### src/rtl/usb_uart_bridge.sv
// Byte bridge between the usb_uart stream and the CDC bulk endpoints, using speculative FIFOs.
// Define USB_UART_BRIDGE_LOOPBACK_EN to route committed OUT bytes back into the IN FIFO.
module usb_uart_bridge #(
    parameter int DEPTH   = 128,
    parameter int MAX_PKT = 64
) (
    input  logic       clk_48mhz,
    input  logic       reset,
    input  logic [7:0] uart_in_data,
    input  logic       uart_in_valid,
    output logic       uart_in_ready,
    output logic [7:0] uart_out_data,
    output logic       uart_out_valid,
    input  logic       uart_out_ready,
    output logic [7:0] ep_in_data,
    output logic [6:0] ep_in_avail,
    input  logic       ep_in_get,
    input  logic       ep_in_commit,
    input  logic       ep_in_rollback,
    input  logic [7:0] ep_out_data,
    input  logic       ep_out_put,
    input  logic       ep_out_commit,
    input  logic       ep_out_rollback,
    output logic       ep_out_can_accept
);
    localparam int AW = $clog2(DEPTH);
    localparam int PW = AW + 1;

    typedef logic [PW-1:0] ptr_t;

    logic [7:0] imem [DEPTH];
    logic [7:0] omem [DEPTH];

    logic alive_q;
    ptr_t iwr_q, iwr_d, irs_q, irs_d, irc_q, irc_d;
    ptr_t owr_q, owr_d, owc_q, owc_d, ord_q, ord_d;
    logic [6:0] avail_q, avail_d;
    logic [7:0] idata_q, idata_d;

    logic       in_full, out_full, out_has;
    logic       in_wr, out_take, get_en, put_en;
    logic [7:0] in_wdata;
    ptr_t       in_diff;

    assign in_full  = (iwr_q - irc_q) == ptr_t'(DEPTH);
    assign out_full = (owr_q - ord_q) == ptr_t'(DEPTH);
    assign out_has  = owc_q != ord_q;

`ifdef USB_UART_BRIDGE_LOOPBACK_EN
    logic unused_lb;
    assign unused_lb      = ^{uart_in_data, uart_in_valid, uart_out_ready};
    assign uart_in_ready  = 1'b0;
    assign uart_out_valid = 1'b0;
    assign in_wr          = out_has & ~in_full;
    assign in_wdata       = omem[ord_q[AW-1:0]];
    assign out_take       = in_wr;
`else
    assign uart_in_ready  = alive_q & ~in_full;
    assign uart_out_valid = out_has;
    assign in_wr          = uart_in_valid & uart_in_ready;
    assign in_wdata       = uart_in_data;
    assign out_take       = out_has & uart_out_ready;
`endif

    assign uart_out_data     = out_has ? omem[ord_q[AW-1:0]] : 8'h00;
    assign ep_in_data        = idata_q;
    assign ep_in_avail       = avail_q;
    assign ep_out_can_accept = alive_q &
        ((owr_q - ord_q) <= ptr_t'(DEPTH - MAX_PKT));

    always_comb begin
        get_en = ep_in_get & (avail_q != 7'd0) &
                 (ep_in_commit | ~ep_in_rollback);
        iwr_d  = iwr_q + ptr_t'(in_wr);
        irs_d  = irs_q + ptr_t'(get_en);
        irc_d  = irc_q;
        if (ep_in_commit)
            irc_d = irs_d;
        else if (ep_in_rollback)
            irs_d = irc_q;

        // Old wr pointer here gives the one-cycle write-to-visible latency
        in_diff = iwr_q - irs_d;
        avail_d = (in_diff > ptr_t'(MAX_PKT)) ? 7'(MAX_PKT) : in_diff[6:0];
        idata_d = (in_diff != '0) ? imem[irs_d[AW-1:0]] : 8'h00;

        put_en = ep_out_put & ~out_full &
                 (ep_out_commit | ~ep_out_rollback);
        owr_d  = owr_q + ptr_t'(put_en);
        owc_d  = owc_q;
        if (ep_out_commit)
            owc_d = owr_d;
        else if (ep_out_rollback)
            owr_d = owc_q;
        ord_d = ord_q + ptr_t'(out_take);
    end

    always_ff @(posedge clk_48mhz) begin
        if (reset) begin
            alive_q <= 1'b0;
            iwr_q   <= '0;
            irs_q   <= '0;
            irc_q   <= '0;
            owr_q   <= '0;
            owc_q   <= '0;
            ord_q   <= '0;
            avail_q <= '0;
            idata_q <= '0;
        end else begin
            alive_q <= 1'b1;
            iwr_q   <= iwr_d;
            irs_q   <= irs_d;
            irc_q   <= irc_d;
            owr_q   <= owr_d;
            owc_q   <= owc_d;
            ord_q   <= ord_d;
            avail_q <= avail_d;
            idata_q <= idata_d;
        end
    end

    always_ff @(posedge clk_48mhz) begin
        if (in_wr)
            imem[iwr_q[AW-1:0]] <= in_wdata;
        if (put_en)
            omem[owr_q[AW-1:0]] <= ep_out_data;
    end
endmodule

### config.mk
export PLATFORM = sky130hd
export DESIGN_NAME = usb_uart_bridge
export DESIGN_NICKNAME = d
export VERILOG_FILES = /design/src/rtl/usb_uart_bridge.sv
export SDC_FILE = /design/constraint.sdc
export NUM_CORES = 2
export LEC_CHECK = 0
export ABC_AREA = 1
export BUFFER_PORTS_ARGS = -buffer_cell sky130_fd_sc_hd__buf_2
export CAP_MARGIN = 20
export CORE_MARGIN = 10
export CORE_UTILIZATION = 45
export CTS_CLUSTER_DIAMETER = 80
export DETAILED_ROUTE_END_ITERATION = 8
export SLEW_MARGIN = 20
export SYNTH_ARGS = -nofsm -noshare
export SYNTH_HDL_FRONTEND = slang
export SYNTH_SLANG_ARGS = --single-unit
### constraint.sdc
create_clock -name clk_48mhz -period 3.5 [get_ports clk_48mhz]
set_input_delay 0.175 -clock clk_48mhz [delete_from_list [all_inputs] [get_ports clk_48mhz]]
set_output_delay 0.175 -clock clk_48mhz [all_outputs]
set_load 0.02 [all_outputs]
**After elaboration in Yosys (flattened, before gate mapping)**

Memories as Yosys holds them, arrays and structs flattened. A register that Yosys moved wholly into a read port is not among the register bits.
Cells that the tools add are included.

- Register bits: 56
- RAM bits: 2048
- Output and inout bits: 26
- Logic and storage cells: 54
- Memories: 2

- Add/sub/neg operators: 7
- $lt $le $gt $ge: 2
- Eq/ne operators: 3
- Multiplexer cells: 12
- Bitwise gates (word level): 15
- Reduce and logical (&&, ||, !) cells: 4

Memory list:

| name | words | width | rd ports | clocked after memory_dff | wr ports | RTL line | RTL |
|---|---|---|---|---|---|---|---|
| imem | 128 | 8 | 1 | 1 | 1 | 31 | `logic [7:0] imem [DEPTH];` |
| omem | 128 | 8 | 1 | 1 | 1 | 32 | `logic [7:0] omem [DEPTH];` |

Operators with widths:

| cell | count |
|---|---|
| $mux W8 | 5 |
| $add A8 B1 Y8 | 4 |
| $sub A8 B8 Y8 | 3 |
| $eq A8 B8 Y1 const B | 2 |
| $mux W7 | 2 |
| $and A1 B1 Y1 | 8 |
| $gt A8 B7 Y1 const B | 1 |
| $le A8 B7 Y1 const B | 1 |
| $ne A8 B8 Y1 | 1 |
| $reduce_bool A8 Y1 | 1 |
| $reduce_bool A7 Y1 | 1 |
| $mux W1 | 5 |
| $not A1 Y1 | 5 |
| $reduce_or A2 Y1 | 2 |
| $or A1 B1 Y1 | 2 |

**Depth between registers and ports, before layout**

- Depth after elaboration: 10
- Depth in mapped cells: 26
- Mapped depth without buffers: 24

**Worst setup path after synthesis**

Ideal clock, no wire load.

- Kind: register -> register
- From: reg ord_q[4]
- To: reg owc_q[6]
- Arrival time: 3.343 ns
- Setup slack: 0.042 ns
- Stages on the path, launching flop included: 21
- Path buffers: 2
- Clock period less this slack: 3.458 ns
- Path through: dfxtp_1 > clkbuf_1 > clkinv_1 > clkbuf_1 > ha_1 > nand2_1 > or2_2 > nand3_1 > a21oi_1 > xor2_1 > nand4_4 > nand2_1 > inv_1 > ha_1 > ha_1 > nand3_1 > nor2_1 > o21ai_0 > o21ai_0 > o21ai_0 > inv_1

- Longest elaborated chain between the ends: 6

Ends and longest elaborated chain:

| item | RTL line | RTL |
|---|---|---|
| from (decl) | 36 | `ptr_t owr_q, owr_d, owc_q, owc_d, ord_q, ord_d;` |
| from (signal assigned) | 116 | `ord_q <= ord_d;` |
| $sub A8 B8 Y8 | 46 | `assign out_full = (owr_q - ord_q) == ptr_t'(DEPTH);` |
| $eq A8 B8 Y1 | 46 |  |
| $not A1 Y1 | 87 | `put_en = ep_out_put & ~out_full &` |
| $and A1 B1 Y1 (2 in series) | 87 |  |
| $add A8 B1 Y8 | 89 | `owr_d = owr_q + ptr_t'(put_en);` |
| to (signal assigned) | 115 | `owc_q <= owc_d;` |
| to (decl) | 36 |  |

No other way between the ends.
A chain may end at the register's enable or synchronous reset.

**Final worst setup path**

- From: reg ord_q[0]
- To: out uart_out_data[5]

- Longest elaborated chain between the ends: 2

Ends and longest elaborated chain:

| item | RTL line | RTL |
|---|---|---|
| $ne A8 B8 Y1 | 47 | `assign out_has = owc_q != ord_q;` |
| $mux W8 | 65 | `assign uart_out_data = out_has ? omem[ord_q[AW-1:0]] : 8'h00;` |
| to (decl) | 12 | `output logic [7:0] uart_out_data,` |

No other way between the ends.

==> qor.yml <==
h-tree-depth: 4
critical_path_class: "flop to primary output"
netlist_top_cells_area: "edfxtp_1 69%, nand3_1 6.3%, nand2_1 4.0%, nor2_1 4.0%, o21ai_0 3.2%"
vias_per_cell: 5.71
grt_pass1_wl_microns: 386000
holdCritStartpoint: "ep_out_data[7]"
cap_violations: 0
synth.top_cell.area_share_pct: 68.7
drt_iter0_drc: 7604
worstReg2RegStart: "ord_q[1]"
worstMarginPinSlew_ns: 1.12
cts_num_sinks: 2112
io_pins: 52
dieArea_sq_um: 217000
cts.path.max_buffers: 3
drtAntennaViolNets: 0
grt_pass1_vias: 59000
period_needed_ns: 3.51
clk_pin_slew_worst_paths_ns: 0.06
synth-edff-count: 2048
numCtsBuffers: 213
grt_use_total_pct: 23.2
fin_skew_ns: 0.0768
p_leak_nw: 37.5
drt_first_pass_iters: 8
grt.overflow.total: 0
clockPowerShare_pct: 36.3
swShare_pct: 28.4
worstPathArrival_ns: 3.34
synthArstFlopShare_pct: 0
num_rows: 163
p_int_w: 0.0443
drc: 0
synth-seq-cells: 2112
dp_hpwl_microns: 146000
layout-drive-gt1-share_pct: 11.5
yosysMostFrequentCell: "edfxtp_1"
report.final.slew_viol_count: 0
vias: 61600
cp-end-kind: "primary output"
syn-instance-count: 7761
final_hold_viol_count: 0
area_growth_pct: 16.2
cts_tree: "built"
path_max_fanout: 8
portBuffers: 51
p_switching_w: 0.0176
slew_headroom_pct: 25.2
insertion_delay_ns: 0.86
die_y_microns: 466
antenna_found_initial: 6
fmax_mhz: 285
fill_cells: 16800
synthFlopType: "edfxtp_1"
hold_path_class: "primary input to flop"
vdd_drop_max_uv: 441
finalSetupViolCount: 1
cp-startpoint: "ord_q[0]"
synth.net_count: 7816
dp_cells: 10300
synth_commonest_cells: "2,048 x edfxtp_1, 1,135 x nand3_1, 963 x nand2_1"
start_kind: "flop"
stdcell_area_sq_um: 104000
routed_wl_microns: 261000
share_seq_of_total_power_pct: 45.1
nets: 8032
cts_root_buffer: "clkbuf_16"
setup_ws_ns: -0.0102
rsz0062_at_grt: "yes"
core_area_sq_um: 198000
synth_top_area_cell: "edfxtp_1"
yosys_warnings: 0
comb_power_share_pct: 18.6
power.density_nw_per_um2: 595
wl_per_cell_microns: 24.2
ys_seq_area_share_pct: 70.1
violations: "negative setup slack"
start_util_pct: 45.3
crit_required_ns: 3.32
routabilityCongestion: 0.867
ys_types: 48
grt_max_degree: 129
place_area_sq_um: 94600
post-route-period-util_pct: 100
final_cells: 10800
die_x_microns: 466
outcome: "complete, but fails checks"
syn-cell-area_sq_um: 89500
syn_avg_cell_area_sq_um: 11.5
-- critical path: stages (launching register included) --
cell      delay [ns]
dfxtp_4         0.40
buf_16          0.19
inv_16          0.08
buf_16          0.17
buf_12          0.15
buf_16          0.13
o21ai_2         0.10
o21ai_1         0.08
o211ai_1        0.20
nand4_1         0.27
nand3_2         0.23
nand2_2         0.09
nor2_4          0.14
nor2_4          0.06
buf_6           0.13
-- layout make-up --
| class | instances | area (sq um) | area share (%) |
|---|---|---|---|
| repair buffers | 503 | 5790 | 5.57 |
| well taps | 2640 | 3300 | 3.18 |
| clock buffers | 278 | 5700 | 5.48 |
| clock inverters | 116 | 1130 | 1.09 |
| diodes | 4 | 10.0 | 0.00963 |
| multi-input cells | 4447 | 22600 | 21.7 |
| repair inverters | 2 | 25.0 | 0.0241 |
| inverters | 698 | 2670 | 2.57 |
| flip-flops and latches | 2112 | 62800 | 60.4 |
-- worst paths after layout --
check,endpoint,slack (ns),cells after the start
max,uart_out_data[5],-0.01,14
min,omem[86][7],0.05,1
max reg2reg,omem[73][4],0.08,16
min reg2reg,irc_q[4],0.50,2
-- state kept, by name, indices dropped and copies added, names as in the netlist --
signal,count
iwr_q,8
ep_in_avail,7
irs_q,8
omem,1024
owc_q,8
ord_q,8
irc_q,8
ep_in_data,8
imem,1024
owr_q,8
alive_q,1
-- power by group through the flow --
| stage | logic [W] | clock network [W] | registers, W |
|---|---|---|---|
| 2_1_floorplan | 0.00633 | 0 | 0.0285 |
| 4_1_cts | 0.0111 | 0.0227 | 0.0279 |
| 3_3_place_gp | 0.0101 | 0 | 0.0284 |
| 3_5_place_dp | 0.0102 | 0 | 0.0284 |
| 6_report | 0.0115 | 0.0224 | 0.0279 |
| 5_1_grt | 0.0125 | 0.0237 | 0.0279 |
-- cell usage in the layout (no fill, tap or decap), types with 46 or more instances in the layout --
master        n
nand2_1     948
edfxtp_1   2048
clkbuf_16   220
o21ai_0     536
buf_12       70
dfxtp_1      59
o22ai_1     136
o211ai_1     96
inv_1       682
nand3_1    1101
buf_4       307
clkbuf_1     56
nor2_1      927
nand4_1      46
nand3b_1    330
a21oi_1      60
-- kinds of logic (layout without fill, tap and decap cells) --
group / after synthesis / in the layout / share of synthesized area, %
other cells: 0 / 4 / 0
flops: 2112 / 2112 / 70.1
fa+ha+maj: 29 / 29 / 0.414
simple gates: 3449 / 3449 / 17.8
compound gates: 942 / 942 / 5.98
buf+inv: 1202 / 1597 / 5.44
xor+xnor: 27 / 27 / 0.264
-- per-stage QoR --
step	TNS (ns)	utilization (%)	hold WS [ns]	total power (W)	setup slack [ns]
floorplan	0	-	0.265	0.0348	0.0416
global placement	-1.62	47.9	0.470	0.0385	-0.205
detailed placement	-0.920	47.9	0.465	0.0386	-0.138
CTS	-0.00282	52.3	0.0199	0.0617	-0.00282
global route	-1.32	52.6	0.0566	0.0641	-0.0940
finish	-0.0102	52.6	0.0484	0.0619	-0.0102
-- layer usage --
metal  up-vias  part of all wire, %  global-route usage (%)  wire length, microns
li1      27800                    -                       -                     -
met1     30600                   42                    32.3                109000
met2      2668                   46                    36.7                121000
met3       505                  8.3                    3.95                 21800
met4         0                  3.6                    8.22                  9430
met5         -                    0                       0                     0
-- what timing repair did --
item,in CTS,in global routing
pin swaps,70,49
hold buffers,22,0
endpoints found under the hold margin,724,0
setup endpoints to repair,17,391
buffers inserted,19,15
gates cloned,29,4
resized for setup,202,76
No activity file was read; power rests on OpenSTA's default activity.
